## config.mk

```make
export PLATFORM = sky130hd
export DESIGN_NAME = quad_input_filter
export DESIGN_NICKNAME = d
export VERILOG_FILES = /design/src/rtl/quad_input_filter.sv
export SDC_FILE = /design/constraint.sdc
export NUM_CORES = 1
export LEC_CHECK = 0
export ABC_CLOCK_PERIOD_IN_PS = 4400
export BUFFER_PORTS_ARGS = -buffer_cell sky130_fd_sc_hd__buf_4
export CORE_ASPECT_RATIO = 1.75
export CORE_MARGIN = 3
export CORE_UTILIZATION = 50
export DETAILED_ROUTE_END_ITERATION = 8
export GPL_ROUTABILITY_DRIVEN = 0
export PLACE_DENSITY = 0.68
export SYNTH_ARGS = -nofsm -noshare
export SYNTH_HDL_FRONTEND = slang
export SYNTH_SLANG_ARGS = --single-unit
export TNS_END_PERCENT = 1
```

## constraint.sdc

```tcl
create_clock -name clk -period 4.4 [get_ports clk]
set_input_delay 0.22 -clock clk [delete_from_list [all_inputs] [get_ports clk]]
set_output_delay 0.22 -clock clk [all_outputs]
set_load 0.02 [all_outputs]
```

## src/rtl/quad_input_filter.sv

```systemverilog
// Input conditioner for two quadrature encoders: 2-flop synchronisers, per-channel
// sample-based glitch filters, a post-reset settle period, and sticky illegal-transition flags.
module quad_input_filter #(
    parameter int unsigned SAMPLE_DIV = 50,
    parameter int unsigned FILTER_LEN = 8
) (
    input  logic clk,
    input  logic rst,
    input  logic in1A,
    input  logic in1B,
    input  logic in2A,
    input  logic in2B,
    input  logic err_clr,
    output logic out1A,
    output logic out1B,
    output logic out2A,
    output logic out2B,
    output logic ready,
    output logic err1,
    output logic err2
);

    localparam int unsigned CntW        = (FILTER_LEN > 1) ? $clog2(FILTER_LEN) : 1;
    localparam int unsigned SettleTicks = FILTER_LEN + 3;
    localparam int unsigned SetW        = $clog2(SettleTicks + 1);

    typedef enum logic {StSettle, StRun} state_e;

    // Channel order: bit 0 = 1A, 1 = 1B, 2 = 2A, 3 = 2B.
    logic [3:0]           pin;
    logic [3:0]           s1_q, s2_q;
    logic [3:0]           out_q, out_d;
    logic [3:0]           chg_q, chg_d;
    logic [3:0][CntW-1:0] cnt_q, cnt_d;
    logic                 tick;
    state_e               state_q, state_d;
    logic [SetW-1:0]      settle_q, settle_d;
    logic                 err_en;
    logic [1:0]           err_q, err_d;

    assign pin = {in2B, in2A, in1B, in1A};

    always_ff @(posedge clk or negedge rst) begin
        if (!rst) begin
            s1_q <= '0;
            s2_q <= '0;
        end else begin
            s1_q <= pin;
            s2_q <= s1_q;
        end
    end

    if (SAMPLE_DIV == 1) begin : g_tick_every
        assign tick = 1'b1;
    end else begin : g_tick_div
        localparam int unsigned TickW = $clog2(SAMPLE_DIV);
        logic [TickW-1:0] tick_q;

        assign tick = (tick_q == TickW'(SAMPLE_DIV - 1));

        always_ff @(posedge clk or negedge rst) begin
            if (!rst) begin
                tick_q <= '0;
            end else begin
                tick_q <= tick ? '0 : tick_q + 1'b1;
            end
        end
    end

    // A filtered output flips only after FILTER_LEN consecutive differing samples.
    always_comb begin
        out_d = out_q;
        cnt_d = cnt_q;
        if (tick) begin
            for (int i = 0; i < 4; i++) begin
                if (s2_q[i] == out_q[i]) begin
                    cnt_d[i] = '0;
                end else if (cnt_q[i] == CntW'(FILTER_LEN - 1)) begin
                    out_d[i] = s2_q[i];
                    cnt_d[i] = '0;
                end else begin
                    cnt_d[i] = cnt_q[i] + 1'b1;
                end
            end
        end
        chg_d = out_d ^ out_q;
    end

    always_ff @(posedge clk or negedge rst) begin
        if (!rst) begin
            out_q <= '0;
            cnt_q <= '0;
            chg_q <= '0;
        end else begin
            out_q <= out_d;
            cnt_q <= cnt_d;
            chg_q <= chg_d;
        end
    end

    always_ff @(posedge clk or negedge rst) begin
        if (!rst) begin
            state_q  <= StSettle;
            settle_q <= '0;
        end else begin
            state_q  <= state_d;
            settle_q <= settle_d;
        end
    end

    always_comb begin
        state_d  = state_q;
        settle_d = settle_q;
        unique case (state_q)
            StSettle: begin
                if (tick) begin
                    settle_d = settle_q + 1'b1;
                    if (settle_q == SetW'(SettleTicks - 1)) begin
                        state_d = StRun;
                    end
                end
            end
            StRun: ;
        endcase
    end

    always_comb begin
        ready  = 1'b0;
        err_en = 1'b0;
        unique case (state_q)
            StSettle: ;
            StRun: begin
                ready  = 1'b1;
                err_en = 1'b1;
            end
        endcase
    end

    // A new set condition overrides a simultaneous clear.
    always_comb begin
        err_d = '0;
        for (int n = 0; n < 2; n++) begin
            err_d[n] = (err_en & chg_q[2*n] & chg_q[2*n+1]) | (err_q[n] & ~err_clr);
        end
    end

    always_ff @(posedge clk or negedge rst) begin
        if (!rst) begin
            err_q <= '0;
        end else begin
            err_q <= err_d;
        end
    end

    assign out1A = out_q[0];
    assign out1B = out_q[1];
    assign out2A = out_q[2];
    assign out2B = out_q[3];
    assign err1  = err_q[0];
    assign err2  = err_q[1];

endmodule
```

==> results of run 1 <==
[power by group]
group | leakage (nW) | total, mW | switching [mW] | internal, mW
logic | 0.389 | 0.0162 | 0.0102 | 0.00600
registers | 0.542 | 0.382 | 0.00162 | 0.381
clock network | 0.0443 | 0.240 | 0.115 | 0.124
[placed cells by master, fill, tap and decap left out]
cell type	n
nand4_1	9
nor4bb_2	1
buf_4	14
clkbuf_8	6
clkbuf_1	1
a41o_1	1
nor2_1	7
dlygate4sd3_1	1
and2_4	1
ha_1	12
mux2_1	2
nor2b_1	3
inv_1	17
nand2_1	2
or3_1	1
and3b_1	1
mux2_2	2
mux2i_1	2
and3_1	3
a21oi_1	1
mux2_4	1
dfrtp_1	41
nand3_1	10
xor2_1	5
nand4b_1	1
o21ai_0	12
xnor2_1	5
o22ai_1	1
[worst min-delay path by stage]
stage | start | to | slack, ps | cells past startpoint
floorplan | rst | chg_q[0] | -80 | 0
global placement | rst | cnt_q[9] | 220 | 1
detailed placement | rst | out_q[3] | 220 | 1
CTS | in1A | s1_q[0] | 30 | 1
global route | in2B | s1_q[3] | 20 | 1
finish | in1A | s1_q[0] | 30 | 1
[layer usage]
metal	GRT usage, %	share of wire (%)	vias to the layer above
met3	5.51	4.2	4
met4	6.86	1.2	0
met2	24.5	52	26
li1	-	-	527
met5	0	0	-
met1	19.0	42	504
[layout make-up]
cell class | count | area (sq um)
Sequential cell | 41 | 1030
Inverter | 17 | 63.8
Fill cell | 282 | 1270
Tap cell | 43 | 53.8
Clock buffer | 7 | 86.3
Multi-Input combinational cell | 83 | 626
Timing Repair Buffer | 15 | 115
[registers in the layout (all words and copies together), names as in the netlist]
register           cells
s1_q                   4
err_q                  2
chg_q                  4
settle_q               4
cnt_q                 12
s2_q                   4
out_q                  4
state_q                1
g_tick_div.tick_q      6
[cell families after synthesis]
kind of cell             synth area share, %
adder cells (fa/ha/maj)                 8.61
XOR/XNOR                                5.02
buffers and inverters                   5.67
AO/OA/AOI/OAI                           4.66
multiplexers                            4.59
AND/OR/NAND/NOR                         12.6
flip-flops                              58.8
[worst max-delay path: cells and delay by family (launching register included)]
kind | cells | cell delay [ps]
DFF | 1 | 400
muxes | 1 | 310
adders and majority gates | 1 | 460
and+or+nand+nor | 1 | 370
buffers and inverters | 1 | 70
[through the flow]
step,setup slack (ps),std cells,util [%]
finish,2670,206,60.8
global route,2570,206,60.8
CTS,2680,206,60.8
detailed placement,2680,198,57.8
global placement,2760,198,57.8
floorplan,2910,146,-
[cell usage after synthesis (all sizes together)]
cell type / number
and2: 1
nand4b: 1
inv: 17
ha: 12
and3b: 1
mux2: 5
dfrtp: 41
and3: 3
xor2: 5
nor2b: 3
nor4bb: 1
nand3: 10
a21oi: 1
mux2i: 2
nor2: 7
or3: 1
clkbuf: 1
nand2: 2
a41o: 1
xnor2: 5
nand4: 9
o21ai: 12
o22ai: 1
buf: 4
[what timing repair did]
item,in CTS,in global routing
gates resized for setup,0,0
hold buffers,1,0
setup buffers,0,0
endpoints found under the hold margin,41,0
==> summary.md, run 1 <==
| Metric | Value |
|---|---|
| Clock insertion delay at the later pin of the skew report | `290 ps` |
| Reg2reg start | `g_tick_div.tick_q[1]` |
| Final Critical Period | `1730 ps` |
| Hold Path Class | `primary input to register` |
| Slowest stage delay, CP | `approximately 460 ps` |
| Worst setup path startpoint | `g_tick_div.tick_q[1]` |
| Fmax | `0.578 GHz` |
| Reg-to-reg slack, setup | `2670 ps` |
| Ranking of synthesized cells by area | `dfrtp_1 (59%), ha_1 (8.6%), inv_1 (3.7%)` |
| PortBufs | `13` |
| DPL Wire Length | `approximately 1.9 mm` |
| Fin crit share | `between 30% and 40%` |
| Least-Margin Pin Slew | `around 500 ps` |
| Total core area | `3240 sq um` |
| Non-Filler Cell Area, Final | `around 2000 sq um` |
| Vias in the first global route | `1133` |
| Rows | `27` |
| Total of max-cap violations | `0` |
| Syn avg cell area | `11.9 sq um` |
| Die area | `4260 sq um` |
| Synth area leader | `dfrtp_1` |
| Diodes inserted | `0` |
| Total track usage | `15.6%` |
| Synth unique cells | `28` |
| Max VDD drop | `about 0.25 mV` |
| Fin. Hold Viols | `0` |
| WL final | `around 2.8 mm` |
| Area growth syn-to-layout | `13.0%` |
| Post-synth design cell area | `around 1700 sq um` |
| Register area share after synthesis | `58.8%` |
| Post-route DRC | `0` |
| Mapped Cells | `146` |
| Die W | `50.6 um` |
| Clk root buf | `clkbuf_8` |
| Fin nets | `approximately 180` |
| Slew margin rel. | `66.5%` |
| Crit. End Element | `register` |
| Status | `finished, final reports clean` |
| Router iterations before antenna repair | `4` |
| Initial antenna violation count | `0` |
| Max stage delay cell, worst path | `ha_1` |
| Starting Density | `between 50 and 60%` |
| Worst Reg-to-Reg Cells | `4` |
| CTS H-tree depth | `2` |
| Placed inst area | `about 1900 sq um` |
| DRT iter0 DRCs | `12` |
| Vias per cell | `5.15` |
| Die Ht | `84.1 um` |
| RR Endpoint | `cnt_q[4]` |
| Bufs on Longest Clock Path | `2` |
| First-pass GRT wire length | `between 5 and 6 mm` |
| TritonCTS Buffers | `5` |
| CP Max Fanout | `20` |
| DR WL/cell | `between 10 and 15 um` |
| Crit path kind | `register to register` |
| Post-synth top area share | `between 50% and 60%` |
| Clock Skew | `6.64 ps` |
| Syn_nets | `165` |
| Data arrival time of the worst path | `1900 ps` |
| RSZ-0062 raised after global routing | `false` |
| Total negative setup slack | `0 ps` |
| Flops & latches, synth | `41` |
| Via count | `around 1100` |
| Hold Slack | `about 32 ps` |
| Clock Sinks | `41` |
| CTS tree | `done` |
| Worst path cell trace | `inv_1, ha_1, and2_4, mux2_4` |
| Final ANT Viol Nets | `0` |
| Largest net degree at the start of global routing | `42` |
| Critical Path Start Type | `register` |
| Power per cell area | `324 nW/um^2` |
| Leak | `between 0.9 and 1 nW` |
| Crit path to | `cnt_q[4]` |
| Design Power | `around 0.64 mW` |
| Required time worst endpoint | `4570 ps` |
| CTS clk-pin slew, worst paths | `approximately 70 ps` |
| Synth Warn # | `0` |
| Max-slew violations | `0` |
| Layout cells sized above 1 | `15.3%` |
| GRT Residual Overflow | `0` |
| Final setup viols | `0` |
| I/O pin count | `14` |
(Power assumes the default switching activity.)
==> run 2, diff against run 1 <==
--- a/config.mk
+++ b/config.mk
@@ -5,7 +5,7 @@
 export SDC_FILE = /design/constraint.sdc
 export NUM_CORES = 1
 export LEC_CHECK = 0
-export ABC_CLOCK_PERIOD_IN_PS = 4400
+export ABC_CLOCK_PERIOD_IN_PS = 1700
 export BUFFER_PORTS_ARGS = -buffer_cell sky130_fd_sc_hd__buf_4
 export CORE_ASPECT_RATIO = 1.75
 export CORE_MARGIN = 3
==> constraint.sdc (replaced) <==
create_clock -name clk -period 1.7 [get_ports clk]
set_input_delay 0.085 -clock clk [delete_from_list [all_inputs] [get_ports clk]]
set_output_delay 0.085 -clock clk [all_outputs]
set_load 0.02 [all_outputs]
==> run 2 against run 1 <==
- flip-flop and latch count unchanged
- die area unchanged
- clock power increased to 3.3 times the previous value
- highest routed layer unchanged
==> summary.md, run 2 (same netlist as run 1, synthesis figures left out) <==
| Metric | Value |
|---|---|
| Most frequent cells in the layout | `dfrtp_1 (41), inv_1 (17), buf_4 (17)` |
| Buf+Inv Stages, Crit Path | `1` |
| TritonCTS Buffers | `5` |
| Top Registers | `cnt_q x12, g_tick_div.tick_q x6` |
| Vias in the first global route | `1193` |
| Reg-to-reg slack, setup | `130 ps` |
| Rows | `27` |
| GRT Residual Overflow | `0` |
| DR WL/cell | `about 14 um` |
| Hold Path Class | `primary input to register` |
| Final ANT Viol Nets | `0` |
| DPL Wire Length | `between 2 and 2.5 mm` |
| Total of max-cap violations | `0` |
| CTS tree | `done` |
| Placed insts | `201` |
| Post-route DRC | `0` |
| First-pass GRT wire length | `5.42 mm` |
| Vias per cell | `approximately 5.2` |
| CTS H-tree depth | `2` |
| Starting Density | `53.8%` |
| Slowest stage delay, CP | `roughly 420 ps` |
| Clock Sinks | `41` |
| Die Ht | `between 80 and 90 um` |
| Fin crit share | `92.6%` |
| Commonest non-fill, non-tap cell in the layout | `dfrtp_1` |
| Power per cell area | `886 nW/um^2` |
| WL final | `roughly 3.0 mm` |
| Leak | `1.02 nW` |
| Router iterations before antenna repair | `4` |
| Max stage delay cell, worst path | `dfrtp_1` |
| PortBufs | `13` |
| Max reg flops | `12` |
| Crit. End Element | `register` |
| Crit path kind | `register to register` |
| Stages on the worst setup path | `4` |
| Fillers | `268` |
| Fmax | `0.635 GHz` |
| I/O pin count | `14` |
| Kind of cell adding the most delay to the critical path | `simple AND/OR/NAND/NOR gates` |
| Worst setup path startpoint | `g_tick_div.tick_q[3]` |
| Final core utilization | `63.6%` |
| Fin. Hold Viols | `0` |
| Total track usage | `17.2%` |
| RR Endpoint | `out_q[3]` |
| Initial antenna violation count | `0` |
| CTS clk-pin slew, worst paths | `approximately 70 ps` |
| Critical Path Start Type | `register` |
| Die area | `4260 sq um` |
| DRT iter0 DRCs | `11` |
| Via count | `1110` |
| Final Critical Period | `1570 ps` |
| Data arrival time of the worst path | `around 1800 ps` |
| Diodes inserted | `0` |
| Final std cells w/o fill | `214` |
| Max-slew violations | `0` |
| Worst path cell trace | `nor4bb_2, buf_4, nand3_1, mux2_1` |
| Least-Margin Pin Slew | `511 ps` |
| Slew margin rel. | `about 66%` |
| Crit path to | `out_q[3]` |
| Most flops, register | `cnt_q` |
| Layout cells sized above 1 | `17.0%` |
| Largest net degree at the start of global routing | `42` |
| Max VDD drop | `about 0.68 mV` |
| Bufs on Longest Clock Path | `2` |
| Clk root buf | `clkbuf_8` |
| Final setup viols | `0` |
| Clock Skew | `about 6.5 ps` |
| RSZ-0062 raised after global routing | `false` |
| Total negative setup slack | `0 ps` |
| Reg2reg start | `g_tick_div.tick_q[3]` |
| Required time worst endpoint | `1870 ps` |
| CP Max Fanout | `13` |
| Worst Reg-to-Reg Cells | `4` |
| Status | `finished, final reports clean` |
| Clock insertion delay at the later pin of the skew report | `290 ps` |
| Total core area | `3240 sq um` |
| Die W | `50.6 um` |
| Fin nets | `between 150 and 200` |
| Post-cts sizing count | `0` |
| Area growth syn-to-layout | `18.3%` |
## run 2: cell types whose count changed in the layout (fill, tap and decap cells not counted), sizes merged
cell / previous run / this run
buf: 14 / 17
dlygate4sd3: 1 / 5
bufinv: 0 / 1
## run 2: how the worst min path moves through the flow
stage          startpoint       end  cells after the start
3_3_place_gp          rst  cnt_q[9]                      1
2_1_floorplan         rst  chg_q[0]                      0
6_report          err_clr  err_q[0]                      2
5_1_grt           err_clr  err_q[0]                      2
4_1_cts           err_clr  err_q[0]                      2
3_5_place_dp          rst  cnt_q[9]                      1
## run 2: power breakdown
part | switching [mW] | internal (mW) | total, mW
sequential | 0.00388 | 0.985 | 0.989
clock | 0.312 | 0.478 | 0.790
combinational | 0.0284 | 0.0215 | 0.0500
total | 0.344 | 1.48 | 1.83
## run 2: what timing repair did
item | 4_1_cts | 5_1_grt
hold endpoints to repair | 45 | 0
setup buffers | 0 | 0
hold buffers | 5 | 0
## run 2: through the flow
step                      total power [mW]  hold slack [ps]  area [sq um]  setup slack [ps]
after CTS                             1.85             24.3          2060               116
after global placement                1.05             81.0          1900               212
final                                 1.83             22.1          2060               126
after floorplan                       1.02             -211          1740               209
after global routing                  1.90             31.6          2060              14.0
after detailed placement              1.05             88.1          1900               134
## run 2: layout make-up
class	count	area, sq um	share of cell area, %
clock buffer	7	86.3	4.18
multi-input combinational	83	626	30.3
inverter	17	63.8	3.09
timing repair buffer	22	178	8.61
tap	43	53.8	2.61
clock inverter	1	30.0	1.46
sequential	41	1030	49.7
## run 2: routing by layer
metal / wire (um) / track usage (%) / vias up
met2: 1660 / 28.8 / 14
met4: 73 / 10.8 / 0
met3: 87 / 3.20 / 7
li1: - / - / 536
met5: 0 / 0 / -
met1: 1200 / 19.6 / 553
